File: src/rtl/invaders_wave_ctrl_if.sv
// Signal bundle between the game sequencer and its environment (game FSM and invaders block).
// The master side drives the start/hit/formation inputs; the slave is the sequencer itself.
interface invaders_wave_ctrl_if;
  logic        i_start;
  logic        i_hit;
  logic [19:0] i_invaders_array;
  logic [3:0]  i_invaders_row;
  logic        o_invaders_reset;
  logic        o_step;
  logic [4:0]  o_alive;
  logic [3:0]  o_wave;
  logic [11:0] o_score;
  logic [2:0]  o_state;
  logic        o_game_over;

  modport master (
    output i_start, i_hit, i_invaders_array, i_invaders_row,
    input  o_invaders_reset, o_step, o_alive, o_wave, o_score, o_state, o_game_over
  );

  modport slave (
    input  i_start, i_hit, i_invaders_array, i_invaders_row,
    output o_invaders_reset, o_step, o_alive, o_wave, o_score, o_state, o_game_over
  );
endinterface

File: src/rtl/invaders_wave_ctrl.sv
// Wave sequencer for the invaders formation: holds it in reset between waves, paces it with a
// step strobe that speeds up each wave, and tracks wave number and score.
module invaders_wave_ctrl #(
  parameter int unsigned BASE_PERIOD  = 3600000,
  parameter int unsigned LOAD_CYCLES  = 36,
  parameter int unsigned PAUSE_CYCLES = 36000000,
  parameter int unsigned BOTTOM_ROW   = 14
) (
  input  logic                       i_clk_36MHz,
  input  logic                       i_reset,
  invaders_wave_ctrl_if.slave        bus_io
);

  localparam int unsigned CntMax = (LOAD_CYCLES > PAUSE_CYCLES) ? LOAD_CYCLES : PAUSE_CYCLES;
  localparam int unsigned CntW   = $clog2(CntMax + 1);
  localparam int unsigned StepW  = $clog2(BASE_PERIOD + 1);

  localparam logic [CntW-1:0] LoadLast  = CntW'(LOAD_CYCLES - 1);
  localparam logic [CntW-1:0] PauseLast = CntW'(PAUSE_CYCLES - 1);
  localparam logic [3:0]      BottomRow = 4'(BOTTOM_ROW);
  localparam logic [11:0]     ScoreMax  = 12'hFFF;
  localparam logic [3:0]      WaveMax   = 4'hF;

  typedef enum logic [2:0] {
    StIdle  = 3'd0,
    StLoad  = 3'd1,
    StPlay  = 3'd2,
    StClear = 3'd3,
    StOver  = 3'd4
  } state_e;

  state_e           state_q, state_d;
  logic [CntW-1:0]  cnt_q, cnt_d;
  logic [StepW-1:0] step_cnt_q, step_cnt_d;
  logic             step_q, step_d;
  logic             inv_rst_q, inv_rst_d;
  logic             over_q, over_d;
  logic             hit_q;
  logic [3:0]       wave_q, wave_d;
  logic [11:0]      score_q, score_d;

  logic [1:0]       shift;
  logic [StepW-1:0] period_m1;
  logic             hit_rise;
  logic [4:0]       alive;

  // Step period halves each wave until the shift saturates at 3.
  always_comb begin
    shift     = (wave_q >= 4'd3) ? 2'd3 : wave_q[1:0];
    period_m1 = StepW'(BASE_PERIOD >> shift) - StepW'(1);
  end

  assign hit_rise = bus_io.i_hit & ~hit_q;

  always_comb begin
    alive = '0;
    for (int i = 0; i < 20; i++) begin
      alive = alive + 5'(bus_io.i_invaders_array[i]);
    end
  end

  always_comb begin
    state_d    = state_q;
    cnt_d      = '0;
    step_cnt_d = step_cnt_q;
    wave_d     = wave_q;
    score_d    = score_q;

    unique case (state_q)
      StIdle, StOver: begin
        if (bus_io.i_start) begin
          state_d = StLoad;
          wave_d  = '0;
          score_d = '0;
        end
      end
      StLoad: begin
        if (cnt_q == LoadLast) begin
          state_d    = StPlay;
          step_cnt_d = period_m1;
        end else begin
          cnt_d = cnt_q + CntW'(1);
        end
      end
      StPlay: begin
        step_cnt_d = (step_cnt_q == '0) ? period_m1 : step_cnt_q - StepW'(1);
        // A hit on the exit cycle still scores.
        if (hit_rise && (score_q != ScoreMax)) begin
          score_d = score_q + 12'd1;
        end
        if (bus_io.i_invaders_array == '0) begin
          state_d = StClear;
        end else if (bus_io.i_invaders_row >= BottomRow) begin
          state_d = StOver;
        end
      end
      StClear: begin
        if (cnt_q == PauseLast) begin
          state_d = StLoad;
          if (wave_q != WaveMax) begin
            wave_d = wave_q + 4'd1;
          end
        end else begin
          cnt_d = cnt_q + CntW'(1);
        end
      end
      default: state_d = StIdle;
    endcase

    // No strobe on the cycle that leaves PLAY.
    step_d    = (state_q == StPlay) && (state_d == StPlay) && (step_cnt_q == '0);
    inv_rst_d = (state_d != StPlay);
    over_d    = (state_d == StOver);
  end

  always_ff @(posedge i_clk_36MHz) begin
    if (i_reset) begin
      state_q    <= StIdle;
      cnt_q      <= '0;
      step_cnt_q <= '0;
      step_q     <= 1'b0;
      inv_rst_q  <= 1'b1;
      over_q     <= 1'b0;
      hit_q      <= 1'b0;
      wave_q     <= '0;
      score_q    <= '0;
    end else begin
      state_q    <= state_d;
      cnt_q      <= cnt_d;
      step_cnt_q <= step_cnt_d;
      step_q     <= step_d;
      inv_rst_q  <= inv_rst_d;
      over_q     <= over_d;
      hit_q      <= bus_io.i_hit;
      wave_q     <= wave_d;
      score_q    <= score_d;
    end
  end

  assign bus_io.o_invaders_reset = inv_rst_q;
  assign bus_io.o_step           = step_q;
  assign bus_io.o_alive          = alive;
  assign bus_io.o_wave           = wave_q;
  assign bus_io.o_score          = score_q;
  assign bus_io.o_state          = state_q;
  assign bus_io.o_game_over      = over_q;

endmodule

File: src/flat_wrapper.sv
// flat-port wrapper written by rule: the top's interface ports become plain ports
module invaders_wave_ctrl_flat 
#(
  parameter int unsigned BASE_PERIOD  = 3600000,
  parameter int unsigned LOAD_CYCLES  = 36,
  parameter int unsigned PAUSE_CYCLES = 36000000,
  parameter int unsigned BOTTOM_ROW   = 14
)
  (i_clk_36MHz, i_reset, bus_io_i_start, bus_io_i_hit, bus_io_i_invaders_array, bus_io_i_invaders_row, bus_io_o_invaders_reset, bus_io_o_step, bus_io_o_alive, bus_io_o_wave, bus_io_o_score, bus_io_o_state, bus_io_o_game_over);
  invaders_wave_ctrl_if bus_io_i ();
  input  logic i_clk_36MHz;
  input  logic i_reset;
  input wire logic [$bits(bus_io_i.i_start)-1:0] bus_io_i_start;
  input wire logic [$bits(bus_io_i.i_hit)-1:0] bus_io_i_hit;
  input wire logic [$bits(bus_io_i.i_invaders_array)-1:0] bus_io_i_invaders_array;
  input wire logic [$bits(bus_io_i.i_invaders_row)-1:0] bus_io_i_invaders_row;
  output wire logic [$bits(bus_io_i.o_invaders_reset)-1:0] bus_io_o_invaders_reset;
  output wire logic [$bits(bus_io_i.o_step)-1:0] bus_io_o_step;
  output wire logic [$bits(bus_io_i.o_alive)-1:0] bus_io_o_alive;
  output wire logic [$bits(bus_io_i.o_wave)-1:0] bus_io_o_wave;
  output wire logic [$bits(bus_io_i.o_score)-1:0] bus_io_o_score;
  output wire logic [$bits(bus_io_i.o_state)-1:0] bus_io_o_state;
  output wire logic [$bits(bus_io_i.o_game_over)-1:0] bus_io_o_game_over;
  assign bus_io_i.i_start = bus_io_i_start;
  assign bus_io_i.i_hit = bus_io_i_hit;
  assign bus_io_i.i_invaders_array = bus_io_i_invaders_array;
  assign bus_io_i.i_invaders_row = bus_io_i_invaders_row;
  assign bus_io_o_invaders_reset = bus_io_i.o_invaders_reset;
  assign bus_io_o_step = bus_io_i.o_step;
  assign bus_io_o_alive = bus_io_i.o_alive;
  assign bus_io_o_wave = bus_io_i.o_wave;
  assign bus_io_o_score = bus_io_i.o_score;
  assign bus_io_o_state = bus_io_i.o_state;
  assign bus_io_o_game_over = bus_io_i.o_game_over;
  invaders_wave_ctrl #(.BASE_PERIOD(BASE_PERIOD), .LOAD_CYCLES(LOAD_CYCLES), .PAUSE_CYCLES(PAUSE_CYCLES), .BOTTOM_ROW(BOTTOM_ROW)) u_core (.i_clk_36MHz(i_clk_36MHz), .i_reset(i_reset), .bus_io(bus_io_i));
endmodule
File: config.mk
export PLATFORM = sky130hd
export DESIGN_NAME = invaders_wave_ctrl_flat
export DESIGN_NICKNAME = d
export VERILOG_FILES = /design/src/rtl/invaders_wave_ctrl_if.sv /design/src/rtl/invaders_wave_ctrl.sv /design/src/flat_wrapper.sv
export SDC_FILE = /design/constraint.sdc
export NUM_CORES = 1
export LEC_CHECK = 0
export CORE_AREA = 5 5 90 92
export CTS_CLUSTER_DIAMETER = 60
export CTS_CLUSTER_SIZE = 10
export DETAILED_ROUTE_END_ITERATION = 10
export DIE_AREA = 0 0 95 97
export PLACE_DENSITY = 0.85
export RECOVER_POWER = 50
export SLEW_MARGIN = 40
export SYNTH_ARGS = -nofsm -noshare
export SYNTH_HDL_FRONTEND = slang
export SYNTH_SLANG_ARGS = --single-unit
File: constraint.sdc
create_clock -name i_clk_36MHz -period 16.3 [get_ports i_clk_36MHz]
set_clock_uncertainty 0.05 [all_clocks]
set_input_delay 2.445 -clock i_clk_36MHz [delete_from_list [all_inputs] [get_ports i_clk_36MHz]]
set_output_delay 2.445 -clock i_clk_36MHz [all_outputs]
set_load 0.005 [all_outputs]
[Yosys cells after proc, flatten, opt, wreduce, memory -nomap -nowiden]
Cells that the tools add are included.
Word-level totals
  bits in registers: 71
  latch bits: 0
  bits in writable memories: 0
  memory bits (read-only): 0
  input bits: 28
  output and inout port bits: 27
  word-level logic and storage cells: 87
  memories: 0
Cells by class
  add/subtract/negate cells: 24
  $mul: 0
  div/mod/pow operators: 0
  $lt $le $gt $ge: 2
  equal/unequal tests: 16
  shift operators: 1
  muxes and demuxes: 20
  bitwise gates (word level): 2
  reductions and logical operators: 13
Operators by type and width (count)
  $add 5x1->5: 18
  $mux 26: 2
  $pmux 26 s2: 1
  $mux 22: 2
  $pmux 22 s2: 1
  $sub 22x1->22 const B: 2
  $add 26x1->26 const B: 1
  $eq 26x26->1 const B: 1
  $eq 26x6->1 const B: 1
  $mux 12: 2
  $pmux 12 s2: 1
  $logic_not 22->1: 1
  $shr 22x2->22 const A: 1
  $logic_not 20->1: 1
  $mux 3: 5
  $add 12x1->12 const B: 1
  $mux 4: 3
  $ne 12x12->1 const B: 1
  $pmux 3 s4: 1
  $eq 3x2->1 const B: 3
  $ne 2x1->1 const B: 4
  $pmux 4 s2: 1
  $eq 3x3->1 const B: 2
  $reduce_bool 2->1: 3
  other kinds (17): 19

[Longest topological paths before layout]
  depth after elaboration: 19
  depth in mapped cells: 15
  depth with buffers taken out: 15

[Worst setup path before layout]
No wires, ideal clock.
  path type: input -> output
  from: in bus_io_i_invaders_array[0]
  to: out bus_io_o_alive[4]
  arrival time: 6.075 ns
  required time: 13.805 ns
  setup slack: 7.730 ns
  cell stages on the path: 13
  buffers on the path: 0
  path through: inv_1 > ha_1 > inv_1 > fa_1 > fa_1 > fa_1 > fa_1 > fa_1 > fa_1 > inv_1 > fa_1 > a21o_1 > a21o_1
Between the ends
  longest elaborated chain between the ends: 19
Ends and longest elaborated chain
  start, declared: line flat_wrapper.sv:15  | input wire logic [$bits(bus_io_i.i_invaders_array)-1:0] bus_io_i_invaders_array;
  $add 1x1->2: line invaders_wave_ctrl.sv:58  | alive = alive + 5'(bus_io.i_invaders_array[i]);
  $add 5x1->5 (18 in a row): line invaders_wave_ctrl.sv:58
  end, declared: line flat_wrapper.sv:19  | output wire logic [$bits(bus_io_i.o_alive)-1:0] bus_io_o_alive;
No other way between the ends.

[Worst setup path after layout]
Same ends and word-level chain as after synthesis.

==> results.md <==
| Metric | Value | Unit |
|:---|:---|:---|
| Status | finished clean | - |
| Number of enable flip-flop cells after synthesis | 0 | - |
| Launching point of the worst reg2reg path | u_core.cnt_q[10] | - |
| Routed wirelength normalized by instance count | 15.1 | µm |
| Largest cells by area after synthesis | dfxtp_1 34%, nor2_1 6.7%, fa_1 6.2%, ha_1 5.6%, xor2_1 5.0% | - |
| Clock edge transition at the registers on the reported setup and hold paths | 80 | ps |
| Wire length reported by the detailed router | 10000 | µm |
| XOR/XNOR share of the synthesized area | 0.0787 | - |
| Buffers inserted during post-CTS setup optimization | 0 | - |
| Library cell occupying the most area in the post-synthesis netlist | dfxtp_1 | - |
| Number of placement rows | 31 | - |
| Clock Sink Count | 71 | - |
| Part of the Yosys area used for sequential elements | 0.336 | - |
| Setup violators final | 0 | - |
| Area growth, synth to finish | 18.7 | % |
| Post-layout minimum cycle time | 9690 | ps |
| Area share of the largest cell type after synthesis | 0.336 | - |
| Endpoint of the worst register-to-register path | u_core.cnt_q[23] | - |
| Worst Setup SP | bus_io_i_invaders_array[0] | - |
| Largest family of logic cells by synthesized area | simple AND/OR/NAND/NOR gates | - |
| Final Net Count | 621 | - |
| Via density per instance | 5.81 | - |
| Sw Pwr | 134 | µW |
| Portion of total power attributed to the clock network | 0.324 | - |
| Proportion of layout cells with a drive suffix above 1 | 0.0512 | - |
| DRC marker count from the first detailed-route iteration | 222 | - |
| Number of non-filler instances in the completed layout | 665 | - |
| P_leak | 2.02 | nW |
| Worst slew margin relative to its limit | 0.231 | - |
| Fraction of power spent switching nets | 0.280 | - |
| Final sum of negative setup slack | 0 | ps |
| Cells along the critical path | clkdlybuf4s50_1 > inv_1 > ha_1 > inv_1 > fa_1 > fa_1 > fa_1 > fa_1 > fa_1 > fa_1 > inv_1 > fa_1 > a21o_1 > a21o_1 > clkdlybuf4s50_1 | - |
| Worst endpoint required time | 13810 | ps |
| Number of cells traversed by the worst register-to-register path | 6 | - |
| Max Clock Freq | 0.103 | GHz |
| ANT cells | 0 | - |
| Number of distinct library cells after synthesis | 55 | - |
| Number of H-tree levels | 3 | - |
| IR drop worst, VDD | 0.203 | mV |
| Nets in the synthesized netlist | 576 | - |
| Total number of yosys warnings | 0 | - |
| Tcrit/Tclk final | 0.594 | - |
| Synth Area in Adders | 0.118 | - |
| FF-to-FF setup slack | 13520 | ps |
| Clk Tree Root Cell | clkbuf_8 | - |
| Most numerous cell types in the synthesized netlist | 75 x nor2_1, 71 x dfxtp_1, 41 x nand2_1 | - |
| Antenna violations before repair | 0 | - |
| Summed instance area of the synthesized netlist | 4230 | µm² |
| Leading register cell type out of synthesis | dfxtp_1 | - |
| # resized after CTS | 0 | - |
| Count of hold buffers inserted by post-cts repair | 0 | - |
| Count of final hold-check violations | 0 | - |
| Peak fanout along the critical path | 2 | - |
| Cell with the largest stage delay on the worst path | fa_1 | - |
| Simple-gate share of the synthesized area | 0.286 | - |
| Placed Cells | 649 | - |
| Input/output buffers | 53 | - |
| TritonCTS clock tree | yes | - |
| Bufs and invs on worst path | 5 | - |
| Compound-gate portion of the synthesized area | 0.121 | - |
| Count of TritonRoute iterations in the first routing pass | 5 | - |
| Tightest Hold Check Type | flip-flop to flip-flop | - |
| Critical path class | input pin to output pin | - |
| Internal power | 347 | µW |
| CP Capture Type | output pin | - |
| Area of the core | 7140 | µm² |
| Crit path capture | bus_io_o_alive[4] | - |
| Pwr/cell area | 95.8 | nW/µm² |
| Top cell by count, worst path | fa_1 | - |
| Total track usage | 0.219 | - |
| Flip-flop and latch count after synthesis | 71 | - |
| Number of maximum-capacitance constraint violations | 0 | - |
| Post-route antenna net violation count | 0 | - |
| Largest net degree at the start of global routing | 26 | - |
| Slew at the pin with the worst max-slew slack | 1150 | ps |
| Critical path startpoint category | input pin | - |
| Async SR Flop Fraction | 0 | - |
| Most common cell in the synthesized netlist | nor2_1 | - |
| Number of gates on the worst path with buffers counted | 15 | - |
| Leftover overflow at the end of global routing | 0 | - |
| Mean cell area of the mapped netlist | 8.19 | µm² |
| Largest stage delay on the critical path | 560 | ps |
| Sequential cell fraction of total power | 0.364 | - |
| Vias in the first global route | 3718 | - |
| Family with the most delay on the worst path | adder cells | - |
| Routed vias | 3861 | - |
| Multiplexer fraction of the synthesized cell area | 0.00474 | - |
| Max-slew violation count | 0 | - |
| Die Height | 97 | µm |
| Effective utilization at floorplan | 0.592 | - |
| Total half-perimeter wirelength after legalization and detailed placement | 7440 | µm |
| Width of the die | 95 | µm |
| Maximum buffer depth of the clock tree | 2 | - |
| Die area | 9220 | µm² |
| RSZ-0062 raised after global routing | false | - |
| Comb power frac | 0.312 | - |
| Cts bufs inserted | 9 | - |
| DRC Markers | 0 | - |
| Wire length of the first global-routing pass | 16600 | µm |
| Clk Latency, worst-skew pair | 350 | ps |
| Global placement routability congestion | 0.955 | - |
| Data arrival time at the worst-slack endpoint | 7190 | ps |
| Number of ports placed on the die boundary | 55 | - |
| Synth Instances | 516 | - |
==> cells by family (layout without fill, tap and decap cells) <==
| logic type | after synthesis | count (layout) |
|---|---|---|
| and+or+nand+nor | 237 | 237 |
| AOI/OAI and AO/OA | 78 | 78 |
| DFF | 71 | 71 |
| buffers and inverters | 58 | 108 |
| xor gates and xnor gates | 38 | 38 |
| adders and majority gates | 32 | 32 |
| muxes | 2 | 2 |
==> layout make-up <==
class | count | area [µm²]
multi-input combinational | 387 | 2580
fill | 555 | 2120
sequential | 71 | 1420
timing repair buffer | 54 | 534
inverter | 38 | 143
clock buffer | 9 | 124
tap | 99 | 124
clock inverter | 7 | 97.6
==> per-stage QoR <==
stage	utilization	cell area, µm²	power, mW	hold WS (ps)	setup slack (ps)
detailed placement	0.672	4790	0.331	414	6570
CTS	0.703	5020	0.487	432	6560
floorplan	-	4230	0.257	380	7730
finish	0.703	5020	0.481	427	6610
global placement	0.672	4790	0.325	390	6670
global route	0.703	5020	0.507	457	6470
==> cells in the final DEF (no fill, tap or decap), types with 3 or more instances in the layout <==
| master | n |
|---|---|
| xnor2_1 | 14 |
| a31oi_1 | 9 |
| and3_1 | 8 |
| inv_1 | 38 |
| nand4_1 | 13 |
| a21oi_1 | 16 |
| dfxtp_1 | 71 |
| nand3_1 | 31 |
| a32o_1 | 3 |
| o31a_1 | 3 |
| xor2_1 | 24 |
| dlygate4sd3_1 | 22 |
| or4_1 | 4 |
| and4_1 | 5 |
| fa_1 | 13 |
| nor2b_1 | 4 |
| o22ai_1 | 3 |
| nor4_1 | 13 |
| o21a_1 | 3 |
| or3_1 | 6 |
| a21o_1 | 4 |
| and2_1 | 3 |
| ha_1 | 19 |
| nand2b_1 | 3 |
| clkdlybuf4s50_1 | 31 |
| nor3_1 | 17 |
| nor2_1 | 75 |
| clkbuf_8 | 9 |
| nand2_1 | 41 |
| o21ai_0 | 20 |
==> worst register-to-register path: cells and delay by family (launching register included) <==
kind             cells  cell delay, ps
AND/OR/NAND/NOR      5            2040
AO/OA/AOI/OAI        1             170
flip-flops           1             350
==> flip-flops by register name, summed over array words and instances (netlist names) <==
register                        count
u_core.bus_io.o_state               3
u_core.hit_q                        1
u_core.step_cnt_q                  22
u_core.cnt_q                       26
u_core.bus_io.o_wave                4
u_core.bus_io.o_score              12
u_core.bus_io.o_game_over           1
u_core.bus_io.o_step                1
u_core.bus_io.o_invaders_reset      1
==> how the worst min path moves through the flow <==
stage | depth (start not counted) | from | to | slack (ps)
3_5_place_dp | 1 | u_core.cnt_q[0] | u_core.cnt_q[0] | 410
6_report | 1 | u_core.cnt_q[0] | u_core.cnt_q[0] | 430
2_1_floorplan | 1 | u_core.cnt_q[0] | u_core.cnt_q[0] | 380
3_3_place_gp | 1 | u_core.cnt_q[0] | u_core.cnt_q[0] | 390
4_1_cts | 1 | u_core.cnt_q[0] | u_core.cnt_q[0] | 430
5_1_grt | 2 | u_core.step_cnt_q[4] | u_core.step_cnt_q[4] | 460
==> power groups by stage <==
stage                     sequential (mW)  clock (mW)  combinational (mW)
after global placement              0.179           0               0.146
final                               0.175       0.156               0.150
after CTS                           0.175       0.157               0.155
after global routing                0.175       0.165               0.167
after floorplan                     0.179           0              0.0785
after detailed placement            0.179           0               0.152
==> per-layer routing <==
metal | share of wire | vias up | GRT usage
li1 | - | 1891 | -
met1 | 0.43 | 1789 | 0.280
met2 | 0.48 | 153 | 0.351
met3 | 0.071 | 28 | 0.0528
met4 | 0.022 | 0 | 0.0866
met5 | 0 | - | 0
Note: power is estimated with default switching activity, not from simulation.
